**src/rtl/hazard_ctrl_pkg.sv**
```systemverilog
// Shared pipeline definitions for the hazard controller: FSM state encoding,
// multiply/divide latency defaults and the busy-counter load helper.
package hazard_ctrl_pkg;

    typedef enum logic [1:0] {
        RUN    = 2'd0,
        LDUSE  = 2'd1,
        MDBUSY = 2'd2
    } hz_state_t;

    localparam int unsigned MULT_CYCLES_DEF = 4;
    localparam int unsigned DIV_CYCLES_DEF  = 32;
    localparam int          CNT_W           = 6;

    // The counter runs from N-1 down to 0, so the unit is busy for exactly N cycles.
    function automatic logic [CNT_W-1:0] md_load_value(
        input logic        is_div,
        input int unsigned mult_cycles,
        input int unsigned div_cycles
    );
        int unsigned n;
        n = is_div ? div_cycles : mult_cycles;
        return CNT_W'(n - 1);
    endfunction

endpackage

```
**src/rtl/hazard_ctrl_md_timer.sv**
```systemverilog
// HI/LO occupancy timer: loads the multiply/divide latency on start and
// counts down, holding busy high until the count expires.
module md_timer
    import hazard_ctrl_pkg::*;
#(
    parameter int unsigned MULT_CYCLES = MULT_CYCLES_DEF,
    parameter int unsigned DIV_CYCLES  = DIV_CYCLES_DEF
) (
    input  logic clk,
    input  logic reset,
    input  logic start,
    input  logic is_div,
    output logic busy,
    output logic done
);

    logic [CNT_W-1:0] md_cnt;

    // A start while already busy is dropped; the running operation keeps its count.
    always_ff @(posedge clk) begin
        if (reset) begin
            busy   <= 1'b0;
            md_cnt <= '0;
        end else if (busy) begin
            if (md_cnt == '0) begin
                busy <= 1'b0;
            end else begin
                md_cnt <= md_cnt - CNT_W'(1);
            end
        end else if (start) begin
            busy   <= 1'b1;
            md_cnt <= md_load_value(is_div, MULT_CYCLES, DIV_CYCLES);
        end
    end

    assign done = busy && (md_cnt == '0);

endmodule

```
**src/rtl/hazard_ctrl.sv**
```systemverilog
// Pipeline hazard controller: load-use stall, taken-branch flush and HI/LO
// interlock. The multiply/divide interlock exists only with HAZARD_MULDIV_EN.
module hazard_ctrl
    import hazard_ctrl_pkg::*;
#(
    parameter int unsigned MULT_CYCLES = MULT_CYCLES_DEF,
    parameter int unsigned DIV_CYCLES  = DIV_CYCLES_DEF
) (
    input  logic       clk,
    input  logic       reset,
    input  logic [4:0] id_rs,
    input  logic [4:0] id_rt,
    input  logic       id_uses_rt,
    input  logic       id_reads_hilo,
    input  logic       ex_mem_read,
    input  logic [4:0] ex_rt,
    input  logic       ex_branch_taken,
    input  logic       md_start,
    input  logic       md_is_div,
    output logic       stall,
    output logic       flush_if_id,
    output logic       bubble_id_ex,
    output logic       md_busy
);

    hz_state_t state, state_next;
    logic      load_use;
    logic      md_start_ok;
    logic      md_done;
    logic      hilo_stall;

    assign load_use = ex_mem_read && (ex_rt != 5'd0) &&
                      ((ex_rt == id_rs) || (id_uses_rt && (ex_rt == id_rt)));

`ifdef HAZARD_MULDIV_EN
    logic timer_busy;

    assign md_start_ok = (state == RUN) && md_start;

    md_timer #(
        .MULT_CYCLES(MULT_CYCLES),
        .DIV_CYCLES (DIV_CYCLES)
    ) u_md_timer (
        .clk   (clk),
        .reset (reset),
        .start (md_start_ok),
        .is_div(md_is_div),
        .busy  (timer_busy),
        .done  (md_done)
    );

    assign md_busy    = timer_busy;
    assign hilo_stall = timer_busy && id_reads_hilo;
`else
    logic unused_md;

    assign unused_md   = ^{md_start, md_is_div, id_reads_hilo, 6'(MULT_CYCLES), 6'(DIV_CYCLES)};
    assign md_start_ok = 1'b0;
    assign md_done     = 1'b0;
    assign hilo_stall  = 1'b0;
    assign md_busy     = 1'b0;
`endif

    always_ff @(posedge clk) begin
        if (reset) begin
            state <= RUN;
        end else begin
            state <= state_next;
        end
    end

    // A taken branch squashes the ID instruction, so it overrides any stall request.
    always_comb begin
        state_next   = state;
        stall        = 1'b0;
        flush_if_id  = 1'b0;
        bubble_id_ex = 1'b0;
        unique case (state)
            RUN: begin
                if (ex_branch_taken) begin
                    flush_if_id  = 1'b1;
                    bubble_id_ex = 1'b1;
                end else if (load_use) begin
                    stall        = 1'b1;
                    bubble_id_ex = 1'b1;
                    state_next   = LDUSE;
                end
                if (md_start_ok) begin
                    state_next = MDBUSY;
                end
            end
            LDUSE: begin
                state_next = RUN;
                if (ex_branch_taken) begin
                    flush_if_id  = 1'b1;
                    bubble_id_ex = 1'b1;
                end
            end
            MDBUSY: begin
                if (md_done) begin
                    state_next = RUN;
                end
                if (ex_branch_taken) begin
                    flush_if_id  = 1'b1;
                    bubble_id_ex = 1'b1;
                end else if (load_use || hilo_stall) begin
                    stall        = 1'b1;
                    bubble_id_ex = 1'b1;
                end
            end
            default: state_next = RUN;
        endcase
        if (reset) begin
            stall        = 1'b0;
            flush_if_id  = 1'b0;
            bubble_id_ex = 1'b0;
        end
    end

endmodule
```
**config.mk**
```make
export PLATFORM = sky130hd
export DESIGN_NAME = hazard_ctrl
export DESIGN_NICKNAME = d
export VERILOG_FILES = /design/src/rtl/hazard_ctrl_pkg.sv /design/src/rtl/hazard_ctrl_md_timer.sv /design/src/rtl/hazard_ctrl.sv
export SDC_FILE = /design/constraint.sdc
export NUM_CORES = 1
export LEC_CHECK = 0
export CAP_MARGIN = 40
export CORE_AREA = 2 2 39 41
export CTS_BUF_LIST = sky130_fd_sc_hd__clkbuf_4
export DETAILED_ROUTE_END_ITERATION = 10
export DIE_AREA = 0 0 41 43
export PLACE_DENSITY_LB_ADDON = 0.12
export SLEW_MARGIN = 15
export SYNTH_ARGS = -nofsm -noshare
export SYNTH_HDL_FRONTEND = slang
export SYNTH_SLANG_ARGS = --single-unit
```
**constraint.sdc**
```tcl
create_clock -name clk -period 3.8 [get_ports clk]
set_input_delay 0.95 -clock clk [delete_from_list [all_inputs] [get_ports clk]]
set_output_delay 0.95 -clock clk [all_outputs]
set_load 0.05 [all_outputs]
```
==> results.yml, run 1 <==
status:
  outcome: "completed"
logic_synthesis:
  syn_nets: 47
  yosys_warnings: 0
  ys_seq_area_share_pct: 10.19
  netlist_instances: 24
  avgSynthCellArea_um2: 8.185
  netlist_area_um2: 196.4
  ys_ff_latch: 1
  synthDistinctLibCells: 14
sta:
  tns_ns: 0
  fin_crit_ns: 3.551
  fin_skew_ns: 0
  finalSetupViolCount: 0
  drv_slew: 0
  rsz0062_at_grt: "false"
  period_share_pct: 93.44
  hold_viol: 0
  max_freq_mhz: 281.6
power:
  p_total_mw: 0.05811
  p_sw_mw: 0.01954
  clkPwrFrac_pct: 0
  internal-power_mw: 0.03857
  pwr_density_cell_mw_per_mm2: 129.4
  switching_share_pct: 33.63
  seq_power_share_pct: 18.6
  p_leak_nw: 0.1598
  vdd_ir_drop_max_mv: 0.03341
  p_comb_share_pct: 81.4
setup_path:
  required_ns: 2.85
  crit_family: "buffers and inverters"
  rr_startpoint: "state[0]"
  ff2ff_path_depth: 3
  slowest_delay_ns: 0.46
  cp_num_cells: 6
  cp-startpoint: "ex_rt[3]"
  worstPathMaxFanout: 3
  arrival_ns: 2.60
  path_class: "in2out"
  worstPathCellList: "clkdlybuf4s50_1, xor2_1, nor4_2, a32oi_1, nor3_1, buf_12"
  slowest_stage: "clkdlybuf4s50_1"
  critPathLaunchType: "input pin"
  path_buf_inv: 2
  endpoint_kind: "output pin"
routing:
  dr_wl_met2_um: 288
  firstDrtPassIters: 1
  dr_wl_met3_um: 65
  drcViolationCount: 0
  wl_met1_um: 201
  viasPerCell: 3.951
  antenna_left: 0
  drt_wl_total_um: 555
  avgRoutedWirePerCell_um: 9.098
  drt_iter0_drc: 0
  via_count: 241
  top_layer_used: "met3"
floorplanning:
  core-area_mm2: 0.001384
  dieArea_mm2: 0.001763
  dieWidth_um: 41
  ios: 27
  std_cell_rows: 14
  die_h_um: 43
  start_util_pct: 14.20
grt:
  grt_pass1_wl_um: 952
  grt_antenna_before_repair: 0
  grt_max_degree: 4
  grt_use_total_pct: 7.400
  grt-ovfl-total: 0
  first_global_vias: 243
final_layout:
  largest_reg_flops: 1
  final_cell_count_no_fill: 61
  num-fill-cells: 149
  multiInputGateArea_um2: 168.9
  num_antenna_cells: 0
  seq_area_um2: 20.02
  layout_commonest_cell: "clkdlybuf4s50_1"
  postLayoutCoreUtil_pct: 32.46
  top_regs: "state: 1 flops"
  largest-register: "state"
  final_layout_size_suffix_gt1_share_pct: 8.889
  area_delta_synth_final_pct: 128.7
  fin_nets: 70
  layout_common_cells: "clkdlybuf4s50_1 (20), xor2_1 (9), nor3_1 (3)"
flow_run:
  maxCapViolations: 0
placement:
  placed_cells: 61
  gp_congestion: 0.6009
  place.port_buffers: 22
hold_path:
  min_path_type: "reg2reg"
  hold_depth: 3
  hp-start: "state[0]"
clock_tree:
  post-cts-setup-buffers: 0
  cts_resized: 0
  clk_pin_slew_worst_paths_ns: 0
  hold_buffers: 0
  clkLatencyLatePin_ns: 0
-- metal layers --
metal,vias to the layer above,GRT usage [%]
met2,16,15.00
met1,101,7.937
met3,0,0.5236
li1,124,-
met5,-,0
met4,0,0
-- power by group through the flow --
| stage | Clock, mW | Combinational (mW) | Sequential (mW) |
|---|---|---|---|
| 2_1_floorplan | 0 | 0.0197 | 0.0108 |
| 3_3_place_gp | 0 | 0.0475 | 0.0108 |
| 3_5_place_dp | 0 | 0.0478 | 0.0108 |
| 4_1_cts | 0 | 0.0480 | 0.0108 |
| 5_1_grt | 0 | 0.0513 | 0.0108 |
| 6_report | 0 | 0.0473 | 0.0108 |
-- cell families after synthesis --
family	after synthesis	synth area share [%]
and+or+nand+nor	8	26.75
AOI/OAI and AO/OA	3	12.74
other	1	1.909
buffers and inverters	1	3.823
DFF	1	10.19
xor gates and xnor gates	10	44.59
-- layout make-up --
class,instances,share of cell area (%)
Tap cell,16,4.457
Multi-Input combinational cell,22,37.60
Timing Repair Buffer,22,53.48
Sequential cell,1,4.457
-- final timing paths --
| path | endpoint | slack, ns |
|---|---|---|
| min reg2reg | state[0] | 0.51 |
| max reg2reg | state[0] | 2.96 |
| min | state[0] | 0.51 |
| max | stall | 0.25 |
-- synth_stat cells --
library cell / n / area share (%)
xor2_1: 9 / 40
nor3_1: 3 / 7.6
a32oi_1: 1 / 4.5
buf_4: 1 / 3.8
conb_1: 1 / 1.9
dfxtp_1: 1 / 10
nor2_1: 1 / 1.9
nor2b_1: 1 / 3.2
nor3b_1: 1 / 3.8
nor4_2: 1 / 6.4
o21ai_2: 1 / 4.5
o21bai_1: 1 / 3.8
or4_1: 1 / 3.8
xnor2_1: 1 / 4.5
-- worst min-delay path, delay by kind of cell, from the launching register on --
kind	cells	cell delay [ns]
DFF	1	0.29
and+or+nand+nor	2	0.09
AOI/OAI and AO/OA	1	0.07
-- per-stage QoR --
stage               setup WS [ns]  hold WS (ns)  instance area [um2]
floorplan                  0.2364        0.4821                196.4
global placement           0.2560        0.5134                449.2
detailed placement         0.2140        0.5159                449.2
CTS                        0.2104        0.5159                449.2
global route              0.06149        0.5481                449.2
finish                     0.2492        0.5066                449.2
Note: power is estimated with default switching activity, not from simulation.
==> run 2, diff against run 1 <==
PLACE_DENSITY = 0.6   (was not set)
PLACE_DENSITY_LB_ADDON = not set   (was 0.12)
==> run 2 against run 1 <==
Effect of this change: worst setup slack better by 0.036 ns; routed wire length is 12% lower; flip-flop and latch count stayed put; combinational power hardly changed; sequential share of layout area stayed put; sequential power hardly changed; final cell count stayed put; die area stayed put; first-iteration DRC count is 1 higher; clock skew stayed put; critical path type unchanged; critical endpoint unchanged; largest power group unchanged; highest routed layer unchanged.
==> results.yml, run 2 (synthesized netlist as in run 1, its figures left out) <==
routing:
  firstDrtPassIters: 2
  avgRoutedWirePerCell_um: 8.049
  drcViolationCount: 0
  drt_iter0_drc: 1
  via_count: 230
  viasPerCell: 3.770
  drt_wl_total_um: 491
  antenna_left: 0
grt:
  grt_use_total_pct: 6.194
  grt_max_degree: 4
  grt_pass1_wl_um: 834
  first_global_vias: 232
  grt-ovfl-total: 0
  grt_antenna_before_repair: 0
power:
  vdd_ir_drop_max_mv: 0.03111
  p_total_mw: 0.05779
  pwr_density_cell_mw_per_mm2: 128.7
  p_leak_nw: 0.1598
final_layout:
  area_delta_synth_final_pct: 128.7
  num-fill-cells: 143
  final_layout_size_suffix_gt1_share_pct: 8.889
  layout_common_cells: "clkdlybuf4s50_1 (20), xor2_1 (9), nor3_1 (3)"
  num_antenna_cells: 0
  layout_commonest_cell: "clkdlybuf4s50_1"
  fin_nets: 70
  largest_reg_flops: 1
  top_regs: "state: 1 flops"
  largest-register: "state"
sta:
  max_freq_mhz: 284.5
  tns_ns: 0
  fin_crit_ns: 3.515
  finalSetupViolCount: 0
  rsz0062_at_grt: "false"
  hold_viol: 0
  worst_hold_slack_ns: 0.5065
  drv_slew: 0
  fin_skew_ns: 0
  period_share_pct: 92.49
setup_path:
  slowest_delay_ns: 0.46
  worstPathMaxFanout: 3
  rrSetupSlack_ns: 2.95
  endpoint_kind: "output pin"
  crit_family: "buffers and inverters"
  critPathLaunchType: "input pin"
  path_class: "in2out"
  worstPathCellList: "clkdlybuf4s50_1, xor2_1, nor4_2, a32oi_1, nor3_1, buf_12"
  arrival_ns: 2.56
  slowest_stage: "clkdlybuf4s50_1"
  path_buf_inv: 2
  required_ns: 2.85
clock_tree:
  post-cts-setup-buffers: 0
  clk_pin_slew_worst_paths_ns: 0
  hold_buffers: 0
  cts_resized: 0
  clkLatencyLatePin_ns: 0
floorplanning:
  dieWidth_um: 41
  dieArea_mm2: 0.001763
  core-area_mm2: 0.001384
  std_cell_rows: 14
  die_h_um: 43
  start_util_pct: 14.20
  ios: 27
hold_path:
  min_path_type: "reg2reg"
placement:
  gp_congestion: 0.5817
  place.port_buffers: 22
flow_run:
  maxCapViolations: 0
status:
  outcome: "completed"
## run 2: worst register-to-register path, stage by stage, from the launching register on
cell and delay, ns:
dfxtp_1 0.27, nor3b_1 0.25, o21ai_2 0.11, nor3_1 0.13
## run 2: power breakdown
group	total, mW	switching [mW]	leakage, nW	internal, mW
Clock	0	0	0	0
Combinational	0.0470	0.0192	0.152	0.0277
Sequential	0.0108	0.0000180	0.00806	0.0108
Total	0.0578	0.0192	0.160	0.0385
## run 2: layout make-up
cell class,count,area (um2),area share (%)
repair buffers,22,240.2,53.48
multi-input cells,22,168.9,37.60
flip-flops and latches,1,20.02,4.457
well taps,16,20.02,4.457
## run 2: worst paths after layout
kind / end / cells after the start / from
worst min register to register: state[0] / 3 / state[0]
worst max-delay path: stall / 6 / ex_rt[3]
worst max register to register: state[0] / 3 / state[0]
worst min-delay path: state[0] / 3 / state[0]
## run 2: layer usage
layer	wire length (um)	global-route usage [%]	vias up
met5	0	0	-
met1	181	8.228	92
met4	0	0	0
met2	257	10.94	13
met3	52	0.5236	0
li1	-	-	125
## run 2: stage by stage
| stage | cells | setup slack, ns | area [um2] | util (%) |
|---|---|---|---|---|
| 2_1_floorplan | 24 | 0.2364 | 196.4 | - |
| 3_3_place_gp | 61 | 0.2662 | 449.2 | 32.46 |
| 3_5_place_dp | 61 | 0.2622 | 449.2 | 32.46 |
| 4_1_cts | 61 | 0.2585 | 449.2 | 32.46 |
| 5_1_grt | 61 | 0.1489 | 449.2 | 32.46 |
| 6_report | 61 | 0.2853 | 449.2 | 32.46 |
